**src/rtl/reloj_bcd_tiempo.sv**
```systemverilog
// reloj_bcd_tiempo: time-of-day counter for the on-screen clock digit printer.
// Divides clk down to a 1 Hz tick and keeps hh:mm:ss as six registered BCD digits.
// The load port is validated, and the run input pauses both the prescaler and the digits.
// Optional feature: define RELOJ_12H_EN to count hours 12,01..11 with a pm flag.
// Loads always arrive in 24 h format and are converted to 12 h when the feature is enabled.
module reloj_bcd_tiempo #(
    parameter int CLK_HZ = 100_000_000,
    parameter int PRE_W  = 27
) (
    input  logic       clk,
    input  logic       reset_n,
    input  logic       run,
    input  logic       set_en,
    input  logic [7:0] set_hh,
    input  logic [7:0] set_mm,
    input  logic [7:0] set_ss,
    output logic       set_err,
    output logic       tick_1hz,
    output logic       upd,
    output logic [3:0] segundosU,
    output logic [3:0] segundosD,
    output logic [3:0] minutosU,
    output logic [3:0] minutosD,
    output logic [3:0] horasU,
    output logic [3:0] horasD,
    output logic       pm
);

    localparam logic [PRE_W-1:0] PRE_MAX = PRE_W'(CLK_HZ - 1);

`ifdef RELOJ_12H_EN
    localparam logic [3:0] HOR_D_RST = 4'd1;
    localparam logic [3:0] HOR_U_RST = 4'd2;
`else
    localparam logic [3:0] HOR_D_RST = 4'd0;
    localparam logic [3:0] HOR_U_RST = 4'd0;
`endif

    logic [PRE_W-1:0] pre_q, pre_d;
    logic [3:0]       segU_q, segU_d, segD_q, segD_d;
    logic [3:0]       minU_q, minU_d, minD_q, minD_d;
    logic [3:0]       horU_q, horU_d, horD_q, horD_d;
    logic             tick_q, tick_d, upd_q, upd_d, err_q, err_d;
`ifdef RELOJ_12H_EN
    logic             pm_q, pm_d;
`endif

    logic       wrap;
    logic       loadOk;
    logic [3:0] setHD, setHU;

    assign setHD = set_hh[7:4];
    assign setHU = set_hh[3:0];

    // A prescaler wrap only counts while running; a load is accepted only if every field is in range.
    always_comb begin
        wrap   = run && (pre_q == PRE_MAX);
        loadOk = ((setHD < 4'd2 && setHU <= 4'd9) || (setHD == 4'd2 && setHU <= 4'd3)) &&
                 (set_mm[7:4] <= 4'd5 && set_mm[3:0] <= 4'd9) &&
                 (set_ss[7:4] <= 4'd5 && set_ss[3:0] <= 4'd9);
    end

    // Next-state: a load beats a wrap on the same edge, then the BCD cascade runs on a wrap.
    always_comb begin
        pre_d  = pre_q;
        segU_d = segU_q;
        segD_d = segD_q;
        minU_d = minU_q;
        minD_d = minD_q;
        horU_d = horU_q;
        horD_d = horD_q;
        tick_d = 1'b0;
        upd_d  = 1'b0;
        err_d  = 1'b0;
`ifdef RELOJ_12H_EN
        pm_d   = pm_q;
`endif
        if (set_en) begin
            if (loadOk) begin
                pre_d  = '0;
                upd_d  = 1'b1;
                segU_d = set_ss[3:0];
                segD_d = set_ss[7:4];
                minU_d = set_mm[3:0];
                minD_d = set_mm[7:4];
`ifdef RELOJ_12H_EN
                if (setHD == 4'd0 && setHU == 4'd0) begin
                    horD_d = 4'd1;
                    horU_d = 4'd2;
                    pm_d   = 1'b0;
                end else if (setHD == 4'd0 || (setHD == 4'd1 && setHU <= 4'd1)) begin
                    horD_d = setHD;
                    horU_d = setHU;
                    pm_d   = 1'b0;
                end else if (setHD == 4'd1 && setHU == 4'd2) begin
                    horD_d = 4'd1;
                    horU_d = 4'd2;
                    pm_d   = 1'b1;
                end else if (setHD == 4'd1) begin
                    horD_d = 4'd0;
                    horU_d = setHU - 4'd2;
                    pm_d   = 1'b1;
                end else if (setHU <= 4'd1) begin
                    horD_d = 4'd0;
                    horU_d = setHU + 4'd8;
                    pm_d   = 1'b1;
                end else begin
                    horD_d = 4'd1;
                    horU_d = setHU - 4'd2;
                    pm_d   = 1'b1;
                end
`else
                horD_d = setHD;
                horU_d = setHU;
`endif
            end else begin
                err_d = 1'b1;
            end
        end else if (run) begin
            if (wrap) begin
                pre_d  = '0;
                tick_d = 1'b1;
                upd_d  = 1'b1;
                if (segU_q != 4'd9) begin
                    segU_d = segU_q + 4'd1;
                end else begin
                    segU_d = 4'd0;
                    if (segD_q != 4'd5) begin
                        segD_d = segD_q + 4'd1;
                    end else begin
                        segD_d = 4'd0;
                        if (minU_q != 4'd9) begin
                            minU_d = minU_q + 4'd1;
                        end else begin
                            minU_d = 4'd0;
                            if (minD_q != 4'd5) begin
                                minD_d = minD_q + 4'd1;
                            end else begin
                                minD_d = 4'd0;
`ifdef RELOJ_12H_EN
                                if (horD_q == 4'd1 && horU_q == 4'd2) begin
                                    horD_d = 4'd0;
                                    horU_d = 4'd1;
                                end else if (horD_q == 4'd1 && horU_q == 4'd1) begin
                                    horU_d = 4'd2;
                                    pm_d   = ~pm_q;
                                end else if (horU_q == 4'd9) begin
                                    horD_d = 4'd1;
                                    horU_d = 4'd0;
                                end else begin
                                    horU_d = horU_q + 4'd1;
                                end
`else
                                if (horD_q == 4'd2 && horU_q == 4'd3) begin
                                    horD_d = 4'd0;
                                    horU_d = 4'd0;
                                end else if (horU_q == 4'd9) begin
                                    horD_d = horD_q + 4'd1;
                                    horU_d = 4'd0;
                                end else begin
                                    horU_d = horU_q + 4'd1;
                                end
`endif
                            end
                        end
                    end
                end
            end else begin
                pre_d = pre_q + 1'b1;
            end
        end
    end

    // State and output registers; a low reset_n at the edge overrides everything else.
    always_ff @(posedge clk) begin
        if (!reset_n) begin
            pre_q  <= '0;
            segU_q <= 4'd0;
            segD_q <= 4'd0;
            minU_q <= 4'd0;
            minD_q <= 4'd0;
            horU_q <= HOR_U_RST;
            horD_q <= HOR_D_RST;
            tick_q <= 1'b0;
            upd_q  <= 1'b0;
            err_q  <= 1'b0;
`ifdef RELOJ_12H_EN
            pm_q   <= 1'b0;
`endif
        end else begin
            pre_q  <= pre_d;
            segU_q <= segU_d;
            segD_q <= segD_d;
            minU_q <= minU_d;
            minD_q <= minD_d;
            horU_q <= horU_d;
            horD_q <= horD_d;
            tick_q <= tick_d;
            upd_q  <= upd_d;
            err_q  <= err_d;
`ifdef RELOJ_12H_EN
            pm_q   <= pm_d;
`endif
        end
    end

    assign segundosU = segU_q;
    assign segundosD = segD_q;
    assign minutosU  = minU_q;
    assign minutosD  = minD_q;
    assign horasU    = horU_q;
    assign horasD    = horD_q;
    assign tick_1hz  = tick_q;
    assign upd       = upd_q;
    assign set_err   = err_q;
`ifdef RELOJ_12H_EN
    assign pm        = pm_q;
`else
    assign pm        = 1'b0;
`endif

endmodule
```
**config.mk**
```make
export PLATFORM = sky130hd
export DESIGN_NAME = reloj_bcd_tiempo
export DESIGN_NICKNAME = d
export VERILOG_FILES = /design/src/rtl/reloj_bcd_tiempo.sv
export SDC_FILE = /design/constraint.sdc
export NUM_CORES = 1
export LEC_CHECK = 0
export CELL_PAD_IN_SITES_DETAIL_PLACEMENT = 1
export CELL_PAD_IN_SITES_GLOBAL_PLACEMENT = 2
export CORE_UTILIZATION = 33
export DETAILED_ROUTE_END_ITERATION = 7
export GPL_TIMING_DRIVEN = 0
export PLACE_DENSITY = 0.81
export SLEW_MARGIN = 20
export SYNTH_ARGS = -nofsm -noshare
export SYNTH_HDL_FRONTEND = slang
export SYNTH_SLANG_ARGS = --single-unit
```
**constraint.sdc**
```tcl
create_clock -name clk -period 3.55 [get_ports clk]
set_clock_uncertainty 0.1 [all_clocks]
set_input_delay 0.8875 -clock clk [delete_from_list [all_inputs] [get_ports clk]]
set_output_delay 0.8875 -clock clk [all_outputs]
set_load 0.05 [all_outputs]
```
[Word-level counts from Yosys, hierarchy flattened]
Cells that the tools add are included.
Storage, ports and cells
  output and inout port bits: 28
  flip-flop bits (word level): 54
Cells by class
  muxes and demuxes: 55
  add/subtract/negate cells: 7
  equal/unequal tests: 14
  reductions and logical operators: 21
  bitwise gates (word level): 1
  order comparisons: 7
Operators by type and width (number)
  4-bit 2-to-1 mux: 46
  27-bit 2-to-1 mux: 4
  27-bit by 1-bit adder with 27-bit output (second input constant): 1
  27-bit == test (second input constant): 1
  4-bit by 1-bit adder with 4-bit output (second input constant): 6
  4-bit by 2-bit == test with 1-bit output (second input constant): 3
  4-bit less-or-equal comparator (second input constant): 3
  4-bit by 3-bit less-or-equal comparator with 1-bit output (second input constant): 2
  1-bit logical AND: 8
  2-bit inequality test (second input constant): 4
  4-bit by 3-bit inequality test with 1-bit output (second input constant): 2
  4-bit inequality test (second input constant): 2
  8-bit AND reduction: 1
  7-bit AND reduction: 1
  6-bit AND reduction: 1
  1-bit 2-to-1 mux: 5
  5-bit AND reduction: 1
  4-bit == test (second input constant): 1
  4-bit by 2-bit less-or-equal comparator with 1-bit output (second input constant): 1
  4-bit by 2-bit less-than comparator with 1-bit output (second input constant): 1
  2-bit AND reduction: 2
  4-bit AND reduction: 1
  2-bit nonzero test: 2
  3-bit AND reduction: 1
  5 further kinds: 5

[Longest topological paths before layout]
  depth in word-level cells: 10
  depth in mapped cells: 9
  mapped depth without buffers: 8

[Least setup slack after synthesis]
OpenSTA, ideal clock, no wires.
  kind: input to register
  start: input port set_en
  end: register horU_q[2], in the netlist horasU[2]
  cell stages on the path: 7
  data required time: 3.335 ns
  buffers on the path: 1
  arrival time: 2.446 ns
  path slack: 0.889 ns
  cells stage by stage: clkbuf_1 > nor2b_1 > nand4_1 > nor4_2 > nor2_1 > o31a_1 > o21a_1
Between the ends
  cells in the longest elaborated chain, start to end: 2
  elaborated cells on any way between the ends: 9
  those cells by class: 5 x eq/ne; 1 x mux; 3 x reduce/logical
Ends and longest elaborated chain
  start, declared: RTL line 13  | input logic set_en,
  2-bit inequality test (no source line), or another cell as far along
  7-bit AND reduction (no source line)
  end signal, assigned: RTL line 196  | horU_q <= horU_d;
  end, declared: RTL line 42  | logic [3:0] horU_q, horU_d, horD_q, horD_d;
Several ways; a longest one is shown, not always the timed one.
A chain may end at the register's enable or synchronous reset.

[Worst setup path in the final report]
  start: input port set_ss[3]
  end: register pre_q[5]
Between the ends
  cells in the longest elaborated chain, start to end: 5
Ends and longest elaborated chain
  start, declared: RTL line 16  | input logic [7:0] set_ss,
  4-bit less-or-equal comparator: RTL line 60  | (set_ss[7:4] <= 4'd5 && set_ss[3:0] <= 4'd9);
  1-bit logical AND: RTL line 60
  1-bit logical AND: RTL line 59  | (set_mm[7:4] <= 4'd5 && set_mm[3:0] <= 4'd9) &&
  2-bit by 1-bit inequality test with 1-bit output (no source line)
  2-bit AND reduction (no source line)
  end signal, assigned: RTL line 191  | pre_q <= pre_d;
  end, declared: RTL line 39  | logic [PRE_W-1:0] pre_q, pre_d;
Every way passes these cells.

==> flow_summary.toml <==
[run_status]
status = "completed"

[setup_path]
path_buf_inv = 3
cp.depth = 9
arrival_ps = 3440
cp.required_ps = 3690
cp_top_family = "buffers and inverters"
cp-startpoint = "set_ss[3]"
max_stage_delay_ps = 520
rr_worst_depth = 9
cp_max_fo = 10
rr_endpoint = "pre_q[19]$_SDFFE_PN0P_"
r2r-start = "pre_q[0]$_SDFFE_PN0P_"
crit_path_end = "pre_q[5]$_SDFFE_PN0P_"
start_kind = "input port"
cp-end-kind = "flop"
reg2reg_setup_slack_ps = 650
slowest_stage = "clkdlybuf4s50_1"
critical_path_class = "in2reg"
crit_chain = "clkdlybuf4s50_1 > o21ai_0 > and3_1 > and4_1 > buf_4 > a31oi_2 > nand2_1 > buf_2 > nor2_1"

[clock_tree]
cts_tree = "yes"
cts_max_path_buffers = 2
root_buffer = "clkbuf_8"
postCtsSetupRepairBufs = 0
holdBufCountCts = 0
h-tree-depth = 2
clk_pin_slew_ps = 100
worstSkewPairLatency_ps = 310
numCtsBuffers = 5
cts.sinks = 54

[route]
drtIter0Drc = 74
first_pass_iters = 4
wl_um = 10290
vias_per_cell = 5.394
vias = 3193
drc = 0
antenna_left = 0
wl_per_cell_um = 17.38

[yosys]
syn_area_um2 = 3264
synth_edf_count = 0
syn-num-nets = 435
postSynthCellCount = 402
seq_area_frac_synth_pct = 33.12
ys_async_sr_fraction_pct = 0
avgSynthCellArea_um2 = 8.120
yosys_warnings = 0
ys.flop_type = "dfxtp_1"
synth_cell_types = 63
ys_seq_elements = 54

[finish]
n_antenna_cell = 0
syn_to_final_growth_pct = 25.64
drive_above_1_share_pct = 7.127
final_cells = 592
design_area_um2 = 4101
fin_nets = 495
final_util_pct = 43.56

[grt]
grt_util_all_layers_pct = 21.45
globalRoute.totalOverflow = 0
antenna_found_initial = 0
grt_pass1_wl_um = 17030
grt_max_degree = 17
grt_pass1_vias = 3200

[floorplanning]
coreArea_um2 = 9415
dieArea_um2 = 10290
fp-row-count = 35
die_y_um = 101.5
die_w_um = 101.5
start_util_pct = 34.67
ioPinCount = 56

[pwr]
ir_worst_vdd_uv = 131.3
powerDensity_nw_per_um2 = 303.0
total_power_mw = 1.243
p_leak_nw = 1.402

[timing]
final_hold_viol_count = 0
tightest_slew_ps = 840.0
period_needed_ps = 3293
slew_headroom_pct = 44.00
report.final.slew_viol_count = 0
final.period_utilization_pct = 92.76
rsz0062_at_grt = "false"
setup_viol = 0
fmax_mhz = 303.7
setup_tns_ps = 0

[placed_design]
placed_cells = 584
hpwl_um = 7792
place.gp.congestion = 0.8133
port_buffers = 53
post_dp_cell_area_um2 = 3956

[worst_hold_path]
holdCritPathClass = "reg2reg"

[flow_run]
drv_cap = 0
==> area by class of cell <==
type	instances	area, um^2
Fill cell	1160	5314
Clock buffer	6	82.58
Multi-Input combinational cell	311	2037
Timing Repair Buffer	53	530.5
Clock inverter	2	60.06
Inverter	14	52.55
Buffer	23	96.34
Sequential cell	54	1081
Tap cell	129	161.4
==> power breakdown <==
part / total (mW) / internal [mW] / switching (mW)
sequential: 0.610 / 0.608 / 0.00234
clock: 0.509 / 0.301 / 0.209
combinational: 0.123 / 0.0508 / 0.0721
total: 1.24 / 0.959 / 0.283
==> layer usage <==
layer / wire, um / global-route usage [%]
met5: 0 / 0
met4: 66 / 4.794
met3: 305 / 2.968
met2: 5022 / 38.20
met1: 4896 / 27.44
==> Yosys cell counts (all sizes together), types with 7 or more instances <==
master    n  area [um^2]
dfxtp    54         1081
xor2     11        96.34
and3      8        50.05
inv      14        52.55
nand2    51        198.9
nor2b    12        75.07
mux2i    13        130.1
o21ai    25        125.1
xnor2    12        105.1
nor2     44        167.7
clkbuf   18        67.56
nand3     9        45.04
nand4     9        68.81
o211ai   10        75.07
a21oi    17        85.08
a2111oi   7        80.08
==> kinds of logic after synthesis <==
group	synth area share, %
AOI/OAI and AO/OA	23.57
xor gates and xnor gates	6.171
adders and majority gates	1.916
buffers and inverters	4.561
DFF	33.12
muxes	4.676
other	0.1149
and+or+nand+nor	25.87
==> stage by stage <==
| stage | setup slack [ps] | hold slack, ps |
|---|---|---|
| final | 256.9 | 391.9 |
| after global routing | 10.79 | 427.4 |
| after CTS | 154.3 | 395.3 |
| after detailed placement | -191.3 | 379.9 |
| after global placement | -110.5 | 374.5 |
| after floorplan | 889.4 | 357.1 |
==> cell usage in the layout, fill, tap and decap left out, types with 5 or more instances in the layout <==
master and count:
inv_1 14, clkbuf_1 18, nand2_1 50, mux2i_1 13, nor3_1 5, o211ai_1 10, clkbuf_8 6, a21oi_1 17
dfxtp_1 54, and3_1 8, nor2b_1 11, nor2_1 43, a32o_1 5, xnor2_1 12, clkdlybuf4s50_1 53, nand3_1 9
nand4_1 7, xor2_1 11, a2111oi_0 6, ha_1 5, o21ai_0 24
==> how the worst min path moves through the flow <==
stage	from	endpoint	slack (ps)	cells past startpoint
2_1_floorplan	pre_q[1]$_SDFFE_PN0P_	pre_q[1]$_SDFFE_PN0P_	360	2
3_3_place_gp	pre_q[1]$_SDFFE_PN0P_	pre_q[1]$_SDFFE_PN0P_	370	2
3_5_place_dp	pre_q[1]$_SDFFE_PN0P_	pre_q[1]$_SDFFE_PN0P_	380	2
4_1_cts	pre_q[1]$_SDFFE_PN0P_	pre_q[1]$_SDFFE_PN0P_	400	2
5_1_grt	pre_q[1]$_SDFFE_PN0P_	pre_q[1]$_SDFFE_PN0P_	430	2
6_report	pre_q[1]$_SDFFE_PN0P_	pre_q[1]$_SDFFE_PN0P_	390	2
==> timing repair <==
item | 4_1_cts | 5_1_grt
endpoints found under the setup margin | 0 | 20
endpoints found under the hold margin | 0 | 0
resized for setup | 0 | 1
==> sequential cells by signal, summed over array words and instances, names as in the netlist <==
name / count
segundosU: 4
pre_q: 27
tick_1hz: 1
set_err: 1
minutosU: 4
minutosD: 4
upd: 1
horasD: 4
segundosD: 4
horasU: 4
==> tightest hold or removal path, cell delays in order (launching register included) <==
cell and delay (ps):
dfxtp_1 340, nand2_1 60, a21oi_1 50
Note: power is estimated with default switching activity, not from simulation.
